File: src/rtl/ball_speed_sched_if.sv
// Event/speed bundle between game logic (master) and the ball speed scheduler (slave).
interface ball_speed_sched_if #(
    parameter int unsigned FREQ_W = 10
);
    logic              frame_tick;
    logic              start;
    logic              paddle_hit;
    logic              goal;
    logic              pause;
    logic [FREQ_W-1:0] strobe_freq;
    logic              move_en;
    logic [1:0]        state;
    logic [7:0]        hit_count;

    modport master (
        output frame_tick, start, paddle_hit, goal, pause,
        input  strobe_freq, move_en, state, hit_count
    );

    modport slave (
        input  frame_tick, start, paddle_hit, goal, pause,
        output strobe_freq, move_en, state, hit_count
    );
endinterface

File: src/rtl/ball_speed_sched.sv
// Ball speed scheduler: sequences serve/play/pause and ramps the strobe frequency
// on paddle hits and during long rallies. All outputs are registered.
module ball_speed_sched #(
    parameter int unsigned FREQ_W      = 10,
    parameter int unsigned FREQ_START  = 60,
    parameter int unsigned FREQ_MAX    = 600,
    parameter int unsigned FREQ_STEP   = 20,
    parameter int unsigned SERVE_TICKS = 120,
    parameter int unsigned RAMP_TICKS  = 300
) (
    input  logic               clk,
    input  logic               rst,
    ball_speed_sched_if.slave  bus
);
    localparam int unsigned SERVE_W = (SERVE_TICKS > 1) ? $clog2(SERVE_TICKS + 1) : 1;
    localparam int unsigned RAMP_W  = (RAMP_TICKS > 1) ? $clog2(RAMP_TICKS + 1) : 1;

    localparam logic [FREQ_W:0]    FreqMaxW   = (FREQ_W + 1)'(FREQ_MAX);
    localparam logic [FREQ_W:0]    FreqStepW  = (FREQ_W + 1)'(FREQ_STEP);
    localparam logic [FREQ_W-1:0]  FreqMax    = FREQ_W'(FREQ_MAX);
    localparam logic [FREQ_W-1:0]  FreqStart  = FREQ_W'(FREQ_START);
    localparam logic [SERVE_W-1:0] ServeLoad  = SERVE_W'(SERVE_TICKS);
    localparam logic [SERVE_W-1:0] ServeOne   = SERVE_W'(1);

    typedef enum logic [1:0] {
        StIdle  = 2'd0,
        StServe = 2'd1,
        StPlay  = 2'd2,
        StPause = 2'd3
    } state_e;

    state_e             state_q;
    logic [FREQ_W-1:0]  freq_q;
    logic [FREQ_W-1:0]  saved_freq_q;
    logic               move_en_q;
    logic [7:0]         hit_count_q;
    logic [SERVE_W-1:0] serve_cnt_q;
    logic [RAMP_W-1:0]  ramp_cnt_q;

    logic [FREQ_W:0]    hit_sum;
    logic [FREQ_W:0]    ramp_sum;
    logic [FREQ_W-1:0]  hit_freq;
    logic [FREQ_W-1:0]  ramp_freq;
    logic               ramp_done;

    // One extra bit of headroom so the clamp sees the true sum before it could wrap.
    always_comb begin
        hit_sum   = {1'b0, freq_q} + FreqStepW;
        ramp_sum  = {1'b0, freq_q} + {{FREQ_W{1'b0}}, 1'b1};
        hit_freq  = (hit_sum > FreqMaxW) ? FreqMax : hit_sum[FREQ_W-1:0];
        ramp_freq = (ramp_sum > FreqMaxW) ? FreqMax : ramp_sum[FREQ_W-1:0];
        ramp_done = ((32'(ramp_cnt_q) + 32'd1) >= RAMP_TICKS);
    end

    always_ff @(posedge clk) begin
        if (rst) begin
            state_q      <= StIdle;
            freq_q       <= '0;
            saved_freq_q <= '0;
            move_en_q    <= 1'b0;
            hit_count_q  <= '0;
            serve_cnt_q  <= '0;
            ramp_cnt_q   <= '0;
        end else begin
            unique case (state_q)
                StIdle: begin
                    if (bus.start) begin
                        state_q     <= StServe;
                        serve_cnt_q <= ServeLoad;
                    end
                end
                StServe: begin
                    // A zero count (SERVE_TICKS == 0) launches without waiting for a tick.
                    if (serve_cnt_q == '0 || (bus.frame_tick && serve_cnt_q == ServeOne)) begin
                        state_q     <= StPlay;
                        freq_q      <= FreqStart;
                        move_en_q   <= 1'b1;
                        hit_count_q <= '0;
                        ramp_cnt_q  <= '0;
                        serve_cnt_q <= '0;
                    end else if (bus.frame_tick) begin
                        serve_cnt_q <= serve_cnt_q - ServeOne;
                    end
                end
                StPlay: begin
                    if (bus.goal) begin
                        state_q     <= StServe;
                        freq_q      <= '0;
                        move_en_q   <= 1'b0;
                        hit_count_q <= '0;
                        serve_cnt_q <= ServeLoad;
                    end else if (bus.pause) begin
                        state_q      <= StPause;
                        saved_freq_q <= freq_q;
                        freq_q       <= '0;
                        move_en_q    <= 1'b0;
                    end else if (bus.paddle_hit) begin
                        freq_q      <= hit_freq;
                        hit_count_q <= (hit_count_q == 8'hff) ? hit_count_q : hit_count_q + 8'd1;
                        ramp_cnt_q  <= '0;
                    end else if (bus.frame_tick) begin
                        if (ramp_done) begin
                            freq_q     <= ramp_freq;
                            ramp_cnt_q <= '0;
                        end else begin
                            ramp_cnt_q <= ramp_cnt_q + RAMP_W'(1);
                        end
                    end
                end
                StPause: begin
                    if (bus.pause) begin
                        state_q   <= StPlay;
                        freq_q    <= saved_freq_q;
                        move_en_q <= 1'b1;
                    end
                end
                default: state_q <= StIdle;
            endcase
        end
    end

    assign bus.strobe_freq = freq_q;
    assign bus.move_en     = move_en_q;
    assign bus.state       = state_q;
    assign bus.hit_count   = hit_count_q;
endmodule

File: src/flat_wrapper.sv
// flat-port wrapper written by rule: the top's interface ports become plain ports
module ball_speed_sched_flat 
#(
    parameter int unsigned FREQ_W      = 10,
    parameter int unsigned FREQ_START  = 60,
    parameter int unsigned FREQ_MAX    = 600,
    parameter int unsigned FREQ_STEP   = 20,
    parameter int unsigned SERVE_TICKS = 120,
    parameter int unsigned RAMP_TICKS  = 300
)
  (clk, rst, bus_frame_tick, bus_start, bus_paddle_hit, bus_goal, bus_pause, bus_strobe_freq, bus_move_en, bus_state, bus_hit_count);
  ball_speed_sched_if #(.FREQ_W(FREQ_W)) bus_i ();
  input  logic clk;
  input  logic rst;
  input wire logic [$bits(bus_i.frame_tick)-1:0] bus_frame_tick;
  input wire logic [$bits(bus_i.start)-1:0] bus_start;
  input wire logic [$bits(bus_i.paddle_hit)-1:0] bus_paddle_hit;
  input wire logic [$bits(bus_i.goal)-1:0] bus_goal;
  input wire logic [$bits(bus_i.pause)-1:0] bus_pause;
  output wire logic [$bits(bus_i.strobe_freq)-1:0] bus_strobe_freq;
  output wire logic [$bits(bus_i.move_en)-1:0] bus_move_en;
  output wire logic [$bits(bus_i.state)-1:0] bus_state;
  output wire logic [$bits(bus_i.hit_count)-1:0] bus_hit_count;
  assign bus_i.frame_tick = bus_frame_tick;
  assign bus_i.start = bus_start;
  assign bus_i.paddle_hit = bus_paddle_hit;
  assign bus_i.goal = bus_goal;
  assign bus_i.pause = bus_pause;
  assign bus_strobe_freq = bus_i.strobe_freq;
  assign bus_move_en = bus_i.move_en;
  assign bus_state = bus_i.state;
  assign bus_hit_count = bus_i.hit_count;
  ball_speed_sched #(.FREQ_W(FREQ_W), .FREQ_START(FREQ_START), .FREQ_MAX(FREQ_MAX), .FREQ_STEP(FREQ_STEP), .SERVE_TICKS(SERVE_TICKS), .RAMP_TICKS(RAMP_TICKS)) u_core (.clk(clk), .rst(rst), .bus(bus_i));
endmodule
File: config.mk
export PLATFORM = sky130hd
export DESIGN_NAME = ball_speed_sched_flat
export DESIGN_NICKNAME = d
export VERILOG_FILES = /design/src/rtl/ball_speed_sched_if.sv /design/src/rtl/ball_speed_sched.sv /design/src/flat_wrapper.sv
export SDC_FILE = /design/constraint.sdc
export NUM_CORES = 1
export LEC_CHECK = 0
export ABC_AREA = 1
export BUFFER_PORTS_ARGS = -buffer_cell sky130_fd_sc_hd__buf_4
export CAP_MARGIN = 40
export CORE_ASPECT_RATIO = 0.7
export CORE_MARGIN = 4
export CORE_UTILIZATION = 43
export CTS_CLUSTER_SIZE = 10
export DETAILED_ROUTE_END_ITERATION = 6
export HOLD_SLACK_MARGIN = 0.12
export MAX_ROUTING_LAYER = met4
export PLACE_DENSITY = 0.73
export SETUP_SLACK_MARGIN = 0.2
export SLEW_MARGIN = 25
export SYNTH_ARGS = -nofsm -noshare
export SYNTH_HDL_FRONTEND = slang
export SYNTH_SLANG_ARGS = --single-unit
export TNS_END_PERCENT = 1
File: constraint.sdc
create_clock -name clk -period 2.3 [get_ports clk]
set_input_delay 0.23 -clock clk [delete_from_list [all_inputs] [get_ports clk]]
set_output_delay 0.23 -clock clk [all_outputs]
set_load 0.01 [all_outputs]
==> key figures <==
Yosys
  • Sequential fraction of the synthesis area: 0.3071
  • Ys async rst share: 0
  • Syn_area_per_cell: 6.451 sq um
  • Top cells by area, synth: dfxtp_1, nand2_1, a21oi_1, nand3_1, nor2_1
  • Yosys top cell by area: dfxtp_1
  • Post-synth EDFFs: 0
  • Flops & latches, synth: 47
  • Synth top area share: 0.3071
  • Top FF cell, synth: dfxtp_1
  • Synthesized area: approximately 3000 sq um
  • Synthesis Warnings: 0
  • Synth unique cells: between 40 and 50
  • Synth Net Count: 492
  • Mapped Cells: 475

STA
  • Tmin final: 1979 ps
  • Final Slew Violations: 0
  • F_max: 505.2 MHz
  • Slew @ Worst Pin: 367.1 ps
  • Final setup fails: 0
  • Setup TNS: 0 ps
  • Unrepaired setup endpoints after global routing: true
  • Clock Skew: 7.370 ps
  • Crit share post-route: 0.8606
  • Slew HR: 0.7553
  • Fin. Hold Viols: 0

Setup path
  • Critical path required time: ~2500 ps
  • CP Launch Point: u_core.bus.strobe_freq[2]
  • Worst Path Arrival: 2220 ps
  • R2r endpoint: u_core.bus.strobe_freq[1]
  • Worst setup path endpoint: u_core.bus.strobe_freq[1]
  • CP Capture Type: flop
  • Critical path startpoint category: flop
  • Worst R2R Path Depth: 12
  • RR Startpoint: u_core.bus.strobe_freq[2]
  • Register-to-register setup slack: 320 ps
  • Crit path kind: reg -> reg
  • CP max FO: 6

GRT
  • Pin count of the biggest net entering global routing: 21
  • Vias in the first global route: 2753
  • Grt total ovfl: 0
  • GRT Total Usage: 0.2006
  • First-pass GRT wire length: 13.41 mm
  • Initial antenna violation count: 0

Routing
  • Post-DR vias/cell: approximately 5.3
  • Post-route ant nets: 0
  • Per-cell routed wire length: 13.45 um
  • DRT Pass-1 Iters: 5
  • Starting DRT DRC Count: 252
  • Post-route DRC violation count: 0
  • Detailed-route via count: 3235
  • Routed WL: 8.164 mm

Clock network
  • Total CTS buffers: 5
  • Sink Count: 47
  • Clk Latency, worst-skew pair: 310 ps
  • Clk slew on worst S/H paths: 90 ps
  • Hold-fix buffer count after cts: 0
  • Clk buf depth: 2
  • CTS tree: done
  • Clk root buf: clkbuf_8
  • H-Tree Depth: 2

Finish
  • Synthesis-to-layout area growth: 17.80%
  • Layout cells sized above 1: 0.2125
  • Nets@finish: approximately 530
  • N_diodes: 0
  • Most frequent cells in the layout: nand2_1, nor2_1, buf_4, dfxtp_1
  • Most common cell after layout, fill and taps aside: nand2_1
  • Final Core Density: 0.5269
  • Fin cells: slightly above 600

Place
  • Detailed placement HPWL: 6.081 mm
  • I/O Buffers: 27
  • Dpl cells: 593
  • RD Place Congestion: 0.9576

Floorplan
  • Initial core utilization: 0.4473
  • Row count: 25
  • Chip width: 108.9 um
  • Die area: approximately 8600 sq um
  • Die height: 78.63 um
  • Core area: 6850 sq um
  • Boundary Pins: 28

Power
  • PwrDens: 905.8 nW/um^2
  • P_leak: 1.595 nW
  • Peak supply drop: 740.3 uV

Outcome
  • Status: finished, final reports clean

Flow run
  • Max_cap viols: 0

Worst hold path
  • Hold crit path type: in -> reg
sequential cells by signal, summed over array words and instances, names as in the netlist:
signal / cells
u_core.saved_freq_q: 10
u_core.ramp_cnt_q: 9
u_core.bus.hit_count: 8
u_core.bus.state: 2
u_core.bus.strobe_freq: 10
u_core.bus.move_en: 1
u_core.serve_cnt_q: 7
layer usage:
| layer | global-route usage | part of all wire | wire (um) | up-vias |
|---|---|---|---|---|
| li1 | - | - | - | 1631 |
| met1 | 0.3038 | 0.50 | 4108 | 1475 |
| met2 | 0.2678 | 0.42 | 3397 | 120 |
| met3 | 0.03533 | 0.069 | 564 | 9 |
| met4 | 0.05675 | 0.012 | 94 | 0 |
| met5 | - | 0 | 0 | - |
cells by family after synthesis:
group / synth area share
xor+xnor: 0.02532
simple gates: 0.3859
flops: 0.3071
compound gates: 0.1515
fa+ha+maj: 0.04083
buf+inv: 0.08942
power by group:
part	total, W	switching, W	internal, W	leakage [nW]
clock network	0.000494	0.000280	0.000214	0.0422
logic	0.00167	0.00105	0.000628	1.17
registers	0.00110	0.000147	0.000956	0.385
total	0.00327	0.00147	0.00180	1.60
worst max-delay path: stages, from the launching register on:
cell     delay [ps]
dfxtp_2         400
buf_4           150
nand3_1         170
nor2_4          150
buf_4           140
nand3_1          60
nand2_1         130
inv_2            50
nand2_2         120
nand2_1         110
o21ai_0         170
nand3_1         120
a21oi_1         130
per-stage QoR:
step                      setup WS, ps  power [W]  area [sq um]  hold slack, ps
after floorplan                  448.3   0.002180          3064           446.6
after global placement           262.2   0.002501          3383           467.4
after detailed placement         165.5   0.002543          3383           471.2
after CTS                        237.1   0.003047          3470           264.8
after global routing             162.0   0.003526          3610           283.9
final                            320.7   0.003270          3610           265.6
worst min-delay path by stage:
stage                         start  slack [ps]  cells past startpoint                         to
2_1_floorplan              bus_goal         450                      3        u_core.bus.state[1]
3_3_place_gp   u_core.ramp_cnt_q[7]         470                      2       u_core.ramp_cnt_q[7]
3_5_place_dp   u_core.ramp_cnt_q[7]         470                      2       u_core.ramp_cnt_q[7]
4_1_cts                         rst         260                      2       u_core.ramp_cnt_q[7]
5_1_grt                         rst         280                      2       u_core.ramp_cnt_q[8]
6_report                        rst         270                      2  u_core.bus.strobe_freq[1]
repair_timing:
item	4_1_cts	5_1_grt
endpoints found under the setup margin	2	31
pin swaps	0	7
buffers inserted	0	6
resized for setup	2	32
cell usage after synthesis, types with 5 or more instances:
library cell  instances
nand2_1             128
dfxtp_1              47
nor2_1               46
inv_1                39
a21oi_1              38
nand3_1              37
o21ai_0              24
inv_2                15
nor3_1               12
ha_1                 10
nand4_1              10
o21ai_1              10
nor2_2                8
xor2_1                5
layout make-up:
class,instances,area (sq um)
Sequential cell,47,950.9
Tap cell,94,117.6
Clock buffer,7,76.32
Fill cell,686,3241
Inverter,57,227.7
Clock inverter,1,5.005
Multi-Input combinational cell,361,1932
Timing Repair Buffer,40,300.3
Power figures use the tool's default switching activity.
